## config.mk

```make
export PLATFORM = sky130hd
export DESIGN_NAME = membus_arbiter_ctl_flat
export DESIGN_NICKNAME = d
export VERILOG_FILES = /design/src/rtl/membus_arbiter_ctl_if.sv /design/src/rtl/membus_arbiter_ctl.sv /design/src/flat_wrapper.sv
export SDC_FILE = /design/constraint.sdc
export NUM_CORES = 1
export LEC_CHECK = 0
export CORE_MARGIN = 5
export CORE_UTILIZATION = 45
export DETAILED_ROUTE_END_ITERATION = 12
export MAX_ROUTING_LAYER = met4
export PLACE_DENSITY_LB_ADDON = 0.2
export SYNTH_ARGS = -nofsm -noshare
export SYNTH_HDL_FRONTEND = slang
export SYNTH_SLANG_ARGS = --single-unit
export TNS_END_PERCENT = 10
```

## constraint.sdc

```tcl
create_clock -name clk -period 27.7 [get_ports clk]
set_input_delay 5.54 -clock clk [delete_from_list [all_inputs] [get_ports clk]]
set_output_delay 5.54 -clock clk [all_outputs]
set_load 0.005 [all_outputs]
```

## src/rtl/membus_arbiter_ctl_if.sv

```systemverilog
// ---------------------------------------------------------------------------
// membus_arbiter_ctl_if
// Shared common-bus signal bundle between the CPU-side access controller
// (membus_arbiter_ctl) and the system bus / system arbiter.
//
// Signals:
//   bus_req    master->slave  bus request to the system arbiter
//   bus_gnt    slave->master  bus grant, held while bus_req=1
//   bus_stb    master->slave  transfer strobe
//   bus_wr     master->slave  1=write, 0=read; valid while bus_stb
//   bus_addr   master->slave  AW-bit transfer address
//   bus_wdata  master->slave  DW-bit transfer write data
//   bus_rdata  slave->master  DW-bit read data, valid with bus_ack
//   bus_ack    slave->master  transfer acknowledge
//
// Modports:
//   master  the access controller side
//   slave   the system bus / memory side
// ---------------------------------------------------------------------------
interface membus_arbiter_ctl_if #(
  parameter int AW = 21,
  parameter int DW = 72
);
  logic          bus_req;
  logic          bus_gnt;
  logic          bus_stb;
  logic          bus_wr;
  logic [AW-1:0] bus_addr;
  logic [DW-1:0] bus_wdata;
  logic [DW-1:0] bus_rdata;
  logic          bus_ack;

  modport master (
    output bus_req, bus_stb, bus_wr, bus_addr, bus_wdata,
    input  bus_gnt, bus_rdata, bus_ack
  );

  modport slave (
    input  bus_req, bus_stb, bus_wr, bus_addr, bus_wdata,
    output bus_gnt, bus_rdata, bus_ack
  );
endinterface

```

## src/rtl/membus_arbiter_ctl.sv

```systemverilog
// ---------------------------------------------------------------------------
// membus_arbiter_ctl
// Common-bus access controller downstream of the CPU microengine. Accepts an
// arbiter opcode (ARBOPC) with address and write data, runs one transaction
// on the shared bus via request/grant/strobe/acknowledge, and returns read
// data plus the ARBRDY condition polled by the microsequencer.
//
// Opcodes: 0 NOP, 1 READ, 2 WRITE, 3 READ_LOCK, 4 UNLOCK, 5-15 illegal.
// A READ_LOCK keeps the bus (bus_req stays high) so following accesses skip
// the request phase until an UNLOCK.
//
// Parameters:
//   AW   physical address width (10-bit page + 11-bit offset)
//   DW   data width (64 data + 8 tag)
//   TMO  bus timeout in clocks, used only when ARB_TIMEOUT_EN is defined
//
// Optional feature macro: ARB_TIMEOUT_EN
//   Defined:   a transaction stuck in REQ or XFER for TMO clocks is aborted,
//              sets err, drops the bus (including any lock) and returns
//              all-ones read data on a read.
//   Undefined: the block waits indefinitely for grant/acknowledge.
//
// Ports:
//   clk      clock
//   reset    asynchronous active-high reset
//   start    one-cycle command strobe (ARBI decode)
//   opc      arbiter opcode, sampled with start
//   addr     physical address, sampled with start
//   wdata    write data, sampled with start
//   err_clr  clears the sticky error flag (a coincident new error wins)
//   rdy      ARBRDY: idle and ready to accept start
//   rdata    last read data, held until the next completed read
//   err      sticky error flag
//   locked   bus lock held
//   bus      membus_arbiter_ctl_if.master shared-bus bundle
// All outputs are registered.
// ---------------------------------------------------------------------------
module membus_arbiter_ctl #(
  parameter int AW  = 21,
  parameter int DW  = 72,
  parameter int TMO = 255
) (
  input  logic                 clk,
  input  logic                 reset,
  input  logic                 start,
  input  logic [3:0]           opc,
  input  logic [AW-1:0]        addr,
  input  logic [DW-1:0]        wdata,
  input  logic                 err_clr,
  output logic                 rdy,
  output logic [DW-1:0]        rdata,
  output logic                 err,
  output logic                 locked,
  membus_arbiter_ctl_if.master bus
);

  localparam logic [3:0] OPC_NOP       = 4'd0;
  localparam logic [3:0] OPC_READ      = 4'd1;
  localparam logic [3:0] OPC_WRITE     = 4'd2;
  localparam logic [3:0] OPC_READ_LOCK = 4'd3;
  localparam logic [3:0] OPC_UNLOCK    = 4'd4;

  typedef enum logic [1:0] {
    S_IDLE = 2'd0,
    S_REQ  = 2'd1,
    S_XFER = 2'd2
  } state_t;

  state_t        r_state;
  state_t        w_state_nxt;

  // Command latches captured when a bus opcode is accepted.
  logic [3:0]    r_opc;
  logic [AW-1:0] r_addr;
  logic [DW-1:0] r_wdata;

  // Registered outputs.
  logic          r_rdy;
  logic [DW-1:0] r_rdata;
  logic          r_err;
  logic          r_locked;
  logic          r_req;
  logic          r_stb;
  logic          r_wr;
  logic [AW-1:0] r_bus_addr;
  logic [DW-1:0] r_bus_wdata;

  // Next values of the registers above.
  logic [3:0]    w_opc;
  logic [AW-1:0] w_addr;
  logic [DW-1:0] w_wdata;
  logic          w_rdy;
  logic [DW-1:0] w_rdata;
  logic          w_err;
  logic          w_err_set;
  logic          w_locked;
  logic          w_req;
  logic          w_stb;
  logic          w_wr;
  logic [AW-1:0] w_bus_addr;
  logic [DW-1:0] w_bus_wdata;

  logic          w_cmd_ok;    // command accepted this cycle
  logic          w_opc_bus;   // opcode needs a bus transaction
  logic          w_lat_read;  // latched opcode is a read
  logic          w_timeout;   // abort the current transaction

  assign w_cmd_ok   = (r_state == S_IDLE) && start && r_rdy;
  assign w_opc_bus  = (opc == OPC_READ) || (opc == OPC_WRITE) ||
                      (opc == OPC_READ_LOCK);
  assign w_lat_read = (r_opc == OPC_READ) || (r_opc == OPC_READ_LOCK);

`ifdef ARB_TIMEOUT_EN
  // Counter is at least 8 bits wide and large enough to hold TMO.
  localparam int CW = ($clog2(TMO + 1) > 8) ? $clog2(TMO + 1) : 8;

  logic [CW-1:0] r_cnt;
  logic          w_enter_busy;

  assign w_enter_busy = (w_state_nxt != r_state) && (w_state_nxt != S_IDLE);

  // A grant or acknowledge arriving in the same cycle as the limit wins.
  assign w_timeout = (r_cnt == CW'(TMO)) &&
                     (((r_state == S_REQ)  && !bus.bus_gnt) ||
                      ((r_state == S_XFER) && !bus.bus_ack));

  always_ff @(posedge clk or posedge reset) begin
    if (reset) begin
      r_cnt <= '0;
    end else if (w_enter_busy) begin
      r_cnt <= '0;
    end else if (r_state != S_IDLE) begin
      r_cnt <= r_cnt + 1'b1;
    end
  end
`else
  assign w_timeout = 1'b0;
`endif

  // -------------------------------------------------------------------------
  // Next-state logic
  // -------------------------------------------------------------------------
  always_comb begin
    // NOTE: every variable written in always_comb gets a default first so
    // that no path leaves it unassigned, which would infer a latch.
    w_state_nxt = r_state;
    case (r_state)
      S_IDLE: begin
        if (w_cmd_ok && w_opc_bus) begin
          // Under lock the grant is already held: skip the request phase.
          w_state_nxt = r_locked ? S_XFER : S_REQ;
        end
      end
      S_REQ: begin
        if (bus.bus_gnt) begin
          w_state_nxt = S_XFER;
        end else if (w_timeout) begin
          w_state_nxt = S_IDLE;
        end
      end
      S_XFER: begin
        if (bus.bus_ack || w_timeout) begin
          w_state_nxt = S_IDLE;
        end
      end
      default: w_state_nxt = S_IDLE;
    endcase
  end

  // -------------------------------------------------------------------------
  // Output / datapath next-value logic
  // -------------------------------------------------------------------------
  always_comb begin
    w_opc       = r_opc;
    w_addr      = r_addr;
    w_wdata     = r_wdata;
    w_rdy       = r_rdy;
    w_rdata     = r_rdata;
    w_err_set   = 1'b0;
    w_locked    = r_locked;
    w_req       = r_req;
    w_stb       = r_stb;
    w_wr        = r_wr;
    w_bus_addr  = r_bus_addr;
    w_bus_wdata = r_bus_wdata;

    case (r_state)
      S_IDLE: begin
        if (w_cmd_ok) begin
          if (w_opc_bus) begin
            w_opc   = opc;
            w_addr  = addr;
            w_wdata = wdata;
            w_rdy   = 1'b0;
            if (r_locked) begin
              // Direct to transfer; the latches are loading these same
              // values, so drive the bus from the command inputs.
              w_stb       = 1'b1;
              w_wr        = (opc == OPC_WRITE);
              w_bus_addr  = addr;
              w_bus_wdata = wdata;
            end else begin
              w_req = 1'b1;
            end
          end else if (opc == OPC_UNLOCK) begin
            w_locked = 1'b0;
            w_req    = 1'b0;
          end else if (opc != OPC_NOP) begin
            w_err_set = 1'b1;
          end
        end
      end
      S_REQ: begin
        if (bus.bus_gnt) begin
          w_stb       = 1'b1;
          w_wr        = (r_opc == OPC_WRITE);
          w_bus_addr  = r_addr;
          w_bus_wdata = r_wdata;
        end
      end
      S_XFER: begin
        if (bus.bus_ack) begin
          if (w_lat_read) begin
            w_rdata = bus.bus_rdata;
          end
          w_stb = 1'b0;
          w_rdy = 1'b1;
          if (r_opc == OPC_READ_LOCK) begin
            // Keep the bus: bus_req stays asserted while locked.
            w_locked = 1'b1;
          end else if (!r_locked) begin
            w_req = 1'b0;
          end
        end
      end
      default: ;
    endcase

    // Abort releases the bus entirely, including any lock.
    if (w_timeout) begin
      w_req     = 1'b0;
      w_stb     = 1'b0;
      w_locked  = 1'b0;
      w_err_set = 1'b1;
      w_rdy     = 1'b1;
      if (w_lat_read) begin
        w_rdata = '1;
      end
    end
  end

  // Sticky error: a new error takes priority over a coincident clear.
  assign w_err = w_err_set | (r_err & ~err_clr);

  // -------------------------------------------------------------------------
  // State and output registers
  // -------------------------------------------------------------------------
  always_ff @(posedge clk or posedge reset) begin
    // NOTE: sequential state is assigned with non-blocking (<=) so every
    // register samples the pre-edge values regardless of statement order.
    if (reset) begin
      r_state     <= S_IDLE;
      r_opc       <= OPC_NOP;
      r_addr      <= '0;
      r_wdata     <= '0;
      r_rdy       <= 1'b1;
      r_rdata     <= '0;
      r_err       <= 1'b0;
      r_locked    <= 1'b0;
      r_req       <= 1'b0;
      r_stb       <= 1'b0;
      r_wr        <= 1'b0;
      r_bus_addr  <= '0;
      r_bus_wdata <= '0;
    end else begin
      r_state     <= w_state_nxt;
      r_opc       <= w_opc;
      r_addr      <= w_addr;
      r_wdata     <= w_wdata;
      r_rdy       <= w_rdy;
      r_rdata     <= w_rdata;
      r_err       <= w_err;
      r_locked    <= w_locked;
      r_req       <= w_req;
      r_stb       <= w_stb;
      r_wr        <= w_wr;
      r_bus_addr  <= w_bus_addr;
      r_bus_wdata <= w_bus_wdata;
    end
  end

  assign rdy           = r_rdy;
  assign rdata         = r_rdata;
  assign err           = r_err;
  assign locked        = r_locked;
  assign bus.bus_req   = r_req;
  assign bus.bus_stb   = r_stb;
  assign bus.bus_wr    = r_wr;
  assign bus.bus_addr  = r_bus_addr;
  assign bus.bus_wdata = r_bus_wdata;

endmodule

```

## src/flat_wrapper.sv

```systemverilog
// flat-port wrapper written by rule: the top's interface ports become plain ports
module membus_arbiter_ctl_flat 
#(
  parameter int AW  = 21,
  parameter int DW  = 72,
  parameter int TMO = 255
)
  (clk, reset, start, opc, addr, wdata, err_clr, rdy, rdata, err, locked, bus_bus_req, bus_bus_stb, bus_bus_wr, bus_bus_addr, bus_bus_wdata, bus_bus_gnt, bus_bus_rdata, bus_bus_ack);
  membus_arbiter_ctl_if #(.AW(AW), .DW(DW)) bus_i ();
  input  logic clk;
  input  logic reset;
  input  logic start;
  input  logic [3:0] opc;
  input  logic [AW-1:0] addr;
  input  logic [DW-1:0] wdata;
  input  logic err_clr;
  output logic rdy;
  output logic [DW-1:0] rdata;
  output logic err;
  output logic locked;
  output wire logic [$bits(bus_i.bus_req)-1:0] bus_bus_req;
  output wire logic [$bits(bus_i.bus_stb)-1:0] bus_bus_stb;
  output wire logic [$bits(bus_i.bus_wr)-1:0] bus_bus_wr;
  output wire logic [$bits(bus_i.bus_addr)-1:0] bus_bus_addr;
  output wire logic [$bits(bus_i.bus_wdata)-1:0] bus_bus_wdata;
  input wire logic [$bits(bus_i.bus_gnt)-1:0] bus_bus_gnt;
  input wire logic [$bits(bus_i.bus_rdata)-1:0] bus_bus_rdata;
  input wire logic [$bits(bus_i.bus_ack)-1:0] bus_bus_ack;
  assign bus_bus_req = bus_i.bus_req;
  assign bus_bus_stb = bus_i.bus_stb;
  assign bus_bus_wr = bus_i.bus_wr;
  assign bus_bus_addr = bus_i.bus_addr;
  assign bus_bus_wdata = bus_i.bus_wdata;
  assign bus_i.bus_gnt = bus_bus_gnt;
  assign bus_i.bus_rdata = bus_bus_rdata;
  assign bus_i.bus_ack = bus_bus_ack;
  membus_arbiter_ctl #(.AW(AW), .DW(DW), .TMO(TMO)) u_core (.clk(clk), .reset(reset), .start(start), .opc(opc), .addr(addr), .wdata(wdata), .err_clr(err_clr), .rdy(rdy), .rdata(rdata), .err(err), .locked(locked), .bus(bus_i));
endmodule
```

## Word-level counts from Yosys, hierarchy flattened

Index checks and enable logic that the tools add are counted.

| cells by class | value |
|---|---|
| eq/ne operators | 22 |
| mux-type cells | 48 |
| bitwise operators | 3 |
| reduce and logical (&&, ||, !) cells | 19 |

Operators by type and width:

| cell | number |
|---|---|
| two-way mux 72 bit | 4 |
| case mux 72 bit (2 select lines) | 1 |
| two-way mux 21 bit | 4 |
| case mux 21 bit (2 select lines) | 1 |
| two-way mux 1 bit | 28 |
| equality test 4 x 2 -> 1 bit (second input constant) | 4 |
| inequality test 2 bit (second input constant) | 7 |
| AND reduction 6 bit | 2 |
| AND reduction 3 bit | 3 |
| equality test 4 x 1 -> 1 bit (second input constant) | 2 |
| two-way mux 2 bit | 4 |
| inequality test 2 x 1 -> 1 bit (second input constant) | 4 |
| case mux 1 bit (2 select lines) | 4 |
| AND reduction 7 bit | 1 |
| case mux 2 bit (3 select lines) | 1 |
| AND reduction 5 bit | 1 |
| equality test 4 x 3 -> 1 bit (second input constant) | 1 |
| AND reduction 4 bit | 1 |
| nonzero test 2 bit | 2 |
| nonzero test 4 bit | 1 |
| logical AND 1 bit | 3 |
| logical OR 1 bit | 3 |
| inequality test 3 x 2 -> 1 bit (second input constant) | 1 |
| inequality test 3 bit (second input constant) | 1 |
| 8 further kinds | 8 |

| storage, ports and cells | value |
|---|---|
| bits in registers | 270 |
| input port bits | 175 |
| output and inout port bits | 171 |
| word-level logic and storage cells | 105 |

## Logic depth before layout (Yosys ltp)

| depth | value |
|---|---|
| depth in word-level cells | 7 |
| gate-level depth with buffers | 8 |
| depth with buffers taken out | 4 |

## Least setup slack after synthesis

Ideal clock, no wire load.

| timing path | value |
|---|---|
| path kind | in2reg |
| start point | input opc[2] |
| end point | register u_core.r_bus_wdata[0] (netlist: u_core.bus.bus_wdata[0]) |
| library setup time | 0.125 ns |
| data arrival time | 6.960 ns |
| required time | 27.575 ns |
| slack | 20.615 ns |
| stages | 6 |
| buffers on the path | 2 |
| cells stage by stage | nor2_1 -> or4b_4 -> a21oi_4 -> buf_8 -> buf_12 -> mux2_4 |

| on the way | value |
|---|---|
| cells in the longest elaborated chain, start to end | 5 |

RTL lines:

| element | RTL line | source |
|---|---|---|
| start: declaration | flat_wrapper.sv:13 | `input logic [3:0] opc;` |
| equality test 4 x 1 -> 1 bit / equality test 4 x 2 -> 1 bit (equally long branches) | membus_arbiter_ctl.sv:109 | `assign w_opc_bus = (opc == OPC_READ) \|\| (opc == OPC_WRITE) \|\|` |
| logical OR 1 bit | membus_arbiter_ctl.sv:109 |  |
| logical OR 1 bit (*) | membus_arbiter_ctl.sv:109 |  |
| inequality test 2 x 1 -> 1 bit (no source line) (*) | n/a |  |
| AND reduction 5 bit (no source line) (*) | n/a |  |
| end signal: assignment | membus_arbiter_ctl.sv:288 | `r_bus_wdata <= w_bus_wdata;` |
| end: declaration | membus_arbiter_ctl.sv:86 | `logic [DW-1:0] r_bus_wdata;` |

Every way passes the cells marked *; elsewhere a longest branch is shown, timed or not.
A chain may end at the register's enable or synchronous reset.

## Final worst setup path

| timing path | value |
|---|---|
| start point | input opc[2] |
| end point | register u_core.r_bus_addr[19] (netlist: u_core.bus.bus_addr[19]) |

| on the way | value |
|---|---|
| cells in the longest elaborated chain, start to end | 5 |

RTL lines:

| element | RTL line | source |
|---|---|---|
| equality test 4 x 1 -> 1 bit / equality test 4 x 2 -> 1 bit (equally long branches) | membus_arbiter_ctl.sv:109 |  |
| logical OR 1 bit | membus_arbiter_ctl.sv:109 |  |
| logical OR 1 bit (*) | membus_arbiter_ctl.sv:109 |  |
| inequality test 2 x 1 -> 1 bit (no source line) (*) | n/a |  |
| AND reduction 5 bit (no source line) (*) | n/a |  |
| end signal: assignment | membus_arbiter_ctl.sv:287 | `r_bus_addr <= w_bus_addr;` |
| end: declaration | membus_arbiter_ctl.sv:85 | `logic [AW-1:0] r_bus_addr;` |

Marks and branches as above.

==> metrics.yaml <==
outcome: "complete, no violations"
io_pins: 346
port_buffers: 345
final_antenna_net_count: 0
clkPwrFrac: 0.269
rsz0062_at_grt: "false"
path_class: "input port to flip-flop"
drc_errors: 0
stdcell_count: 1406
r2r_cells: 5
setup-tns-final_ps: 0
pwr-share-comb: 0.308
hold_violations: 0
ctsHoldBuffers: 0
clockBufferDepth: 3
grt_pass1_wl_mm: 42.8
min_path_type: "flip-flop to flip-flop"
cp-end-kind: "flip-flop"
timing.slew.headroom: 0.313
antenna_found_initial: 2
routed_via_density: 5.04
dp.cells: 1353
post-cts-setup-buffer-count: 0
dr.pass1.iters: 4
fmax_ghz: 0.128
syn_area_um2: 11600
seq_area_frac_synth: 0.584
worst_slew_pin_slew_ps: 1030
power.density_nw_per_um2: 91.7
numCtsBuffers: 29
initial_core_util: 0.458
clock_sinks: 270
h-tree-depth: 1
final_nets: 1229
yosysWarnings: 0
layout_min_cycle_time_ps: 7810
switchingPower_mw: 0.363
clk_latency_ps: 530
drv_cap: 0
skew_ps: 6.32
vias: 7088
cts_resized: 0
row_count: 58
ys_types: 35
post-route-period-util: 0.282
die_x_um: 170
synthCells: 712
avgSynthCellArea_um2: 16.2
holdPathStages: 1
globalRouteOverflowTotal: 0
cts.clk_slew.worst_paths_ps: 60
final-setup-viol-count: 0
syn_to_final_growth_pct: 40.2
p_sw_frac: 0.244
drive_gt1_frac: 0.388
synth_seq_cells: 270
dieArea_um2: 29000
grtUsageTotal: 0.190
syn_nets: 887
crit_path_max_fanout: 53
cp.arrival_ps: 8220
coreArea_um2: 25300
die_h_um: 170
drt_iter0_markers: 366
seq_power_share: 0.422
grt_pass1_vias: 7610
p_leak_nw: 7.23
drv_slew: 0
cts_tree: "yes"
intPower_mw: 1.12
startpoint_type: "input port"
cts-root-buf: "clkbuf_16"
required_ps: 28120
gp_congestion: 0.774
post_drt_wl_per_cell_um: 19.5
dp_hpwl_mm: 18.7
grt_max_degree: 127
ir_worst_vdd_uv: 63.1
drt_wl_total_mm: 27.4
## per-stage QoR
step	hold slack, ps	util	worst slack, ps	cell area (µm²)	total power, mW
after floorplan	454	-	14720	11600	0.829
after global placement	470	0.602	19380	15200	1.09
after detailed placement	472	0.602	19380	15200	1.10
after CTS	491	0.642	19950	16200	1.51
after global routing	498	0.642	19820	16200	1.57
final	488	0.642	19890	16200	1.49
## sequential cells by signal (all words and copies together), names as in the netlist
register,cells
u_core.bus.bus_wr,1
u_core.locked,1
u_core.err,1
u_core.r_addr,21
u_core.bus.bus_wdata,72
u_core.rdata,72
u_core.r_opc,4
u_core.rdy,1
u_core.bus.bus_stb,1
u_core.r_state,2
u_core.bus.bus_req,1
u_core.r_wdata,72
u_core.bus.bus_addr,21
## worst max-delay path, stage by stage
cell and delay [ps]:
clkdlybuf4s50_1 520, nor2_1 250, or4b_4 500, a21oi_4 140, buf_4 770, mux2_2 410
## power by group through the flow
stage               clock network [mW]  registers (mW)  logic (mW)
floorplan                            0           0.627       0.202
global placement                     0           0.628       0.460
detailed placement                   0           0.633       0.466
CTS                              0.414           0.630       0.468
global route                     0.430           0.649       0.493
finish                           0.401           0.628       0.459
## cell type report
type	count	area [µm²]
fillers	1927	9030
flip-flops and latches	270	6760
multi-input cells	397	4510
repair buffers	352	3510
clock buffers	43	888
well taps	330	413
clock inverters	8	119
inverters	4	22.5
diodes	2	5.00
## cells in the final DEF, fill, tap and decap left out, types with 2 or more instances in the layout
cell / n
nor2_1: 6
mux2_2: 293
mux2_4: 60
clkbuf_16: 29
clkbuf_1: 3
mux2i_1: 2
o22ai_1: 3
bufinv_16: 3
inv_1: 3
and2_1: 2
dfrtp_1: 269
o21ai_0: 2
clkinv_2: 4
diode_2: 2
clkdlybuf4s50_1: 345
nand2_1: 5
buf_4: 7
clkbuf_8: 11
a21oi_1: 2
nand3_1: 3
## synth_stat cells
| cell | count | share of area |
|---|---|---|
| o21ai_0 | 2 | 0.00087 |
| a311o_1 | 1 | 0.00087 |
| dfrtp_1 | 269 | 0.58 |
| mux2i_1 | 2 | 0.0017 |
| nand3b_1 | 1 | 0.00065 |
| buf_8 | 1 | 0.0013 |
| buf_2 | 22 | 0.0095 |
| and2_1 | 2 | 0.0011 |
| or4b_4 | 1 | 0.0012 |
| a21oi_1 | 2 | 0.00087 |
| a21oi_4 | 1 | 0.0014 |
| o311ai_0 | 1 | 0.00076 |
| or2_1 | 1 | 0.00054 |
| or4b_2 | 1 | 0.00087 |
| o211ai_1 | 1 | 0.00065 |
| nand3_1 | 3 | 0.0013 |
| clkbuf_1 | 8 | 0.0026 |
| o22a_1 | 1 | 0.00076 |
| a22o_1 | 1 | 0.00076 |
| a2bb2oi_1 | 1 | 0.00076 |
| nand4b_1 | 1 | 0.00076 |
| mux2_1 | 1 | 0.00097 |
| buf_4 | 4 | 0.0026 |
| nand2b_1 | 2 | 0.0011 |
| nand2_1 | 5 | 0.0016 |
| nor2_1 | 7 | 0.0023 |
| or2_2 | 1 | 0.00054 |
| dfstp_2 | 1 | 0.0023 |
| buf_12 | 6 | 0.010 |
| nor4_1 | 1 | 0.00054 |
| mux2_2 | 293 | 0.29 |
| o31ai_1 | 1 | 0.00065 |
| inv_1 | 4 | 0.0013 |
| o22ai_1 | 3 | 0.0016 |
| mux2_4 | 60 | 0.078 |
## kinds of logic (layout without fill, tap and decap cells)
kind of cell    after synthesis  in the layout  share of synthesized area
compound gates               15             15                    0.00995
buf+inv                      45            407                     0.0277
flops                       270            270                      0.584
other cells                   0              2                          0
simple gates                 26             26                     0.0124
mux                         356            356                      0.366
## final timing paths
check / start / end / slack (ps)
max: opc[2] / u_core.bus.bus_addr[19] / 19890
min: u_core.r_opc[2] / u_core.r_opc[2] / 490
max reg2reg: u_core.rdy / u_core.bus.bus_addr[19] / 24950
min reg2reg: u_core.r_opc[2] / u_core.r_opc[2] / 490
max in group asynchronous: reset / u_core.bus.bus_addr[4] / 20580
min in group asynchronous: reset / u_core.bus.bus_wdata[43] / 5610
## routing by layer
metal	vias up	wire, µm	track usage
met5	-	0	-
met2	213	13200	0.301
met1	3590	11300	0.238
li1	3240	-	-
met3	45	2050	0.0581
met4	0	799	0.0514
(Power assumes the default switching activity.)
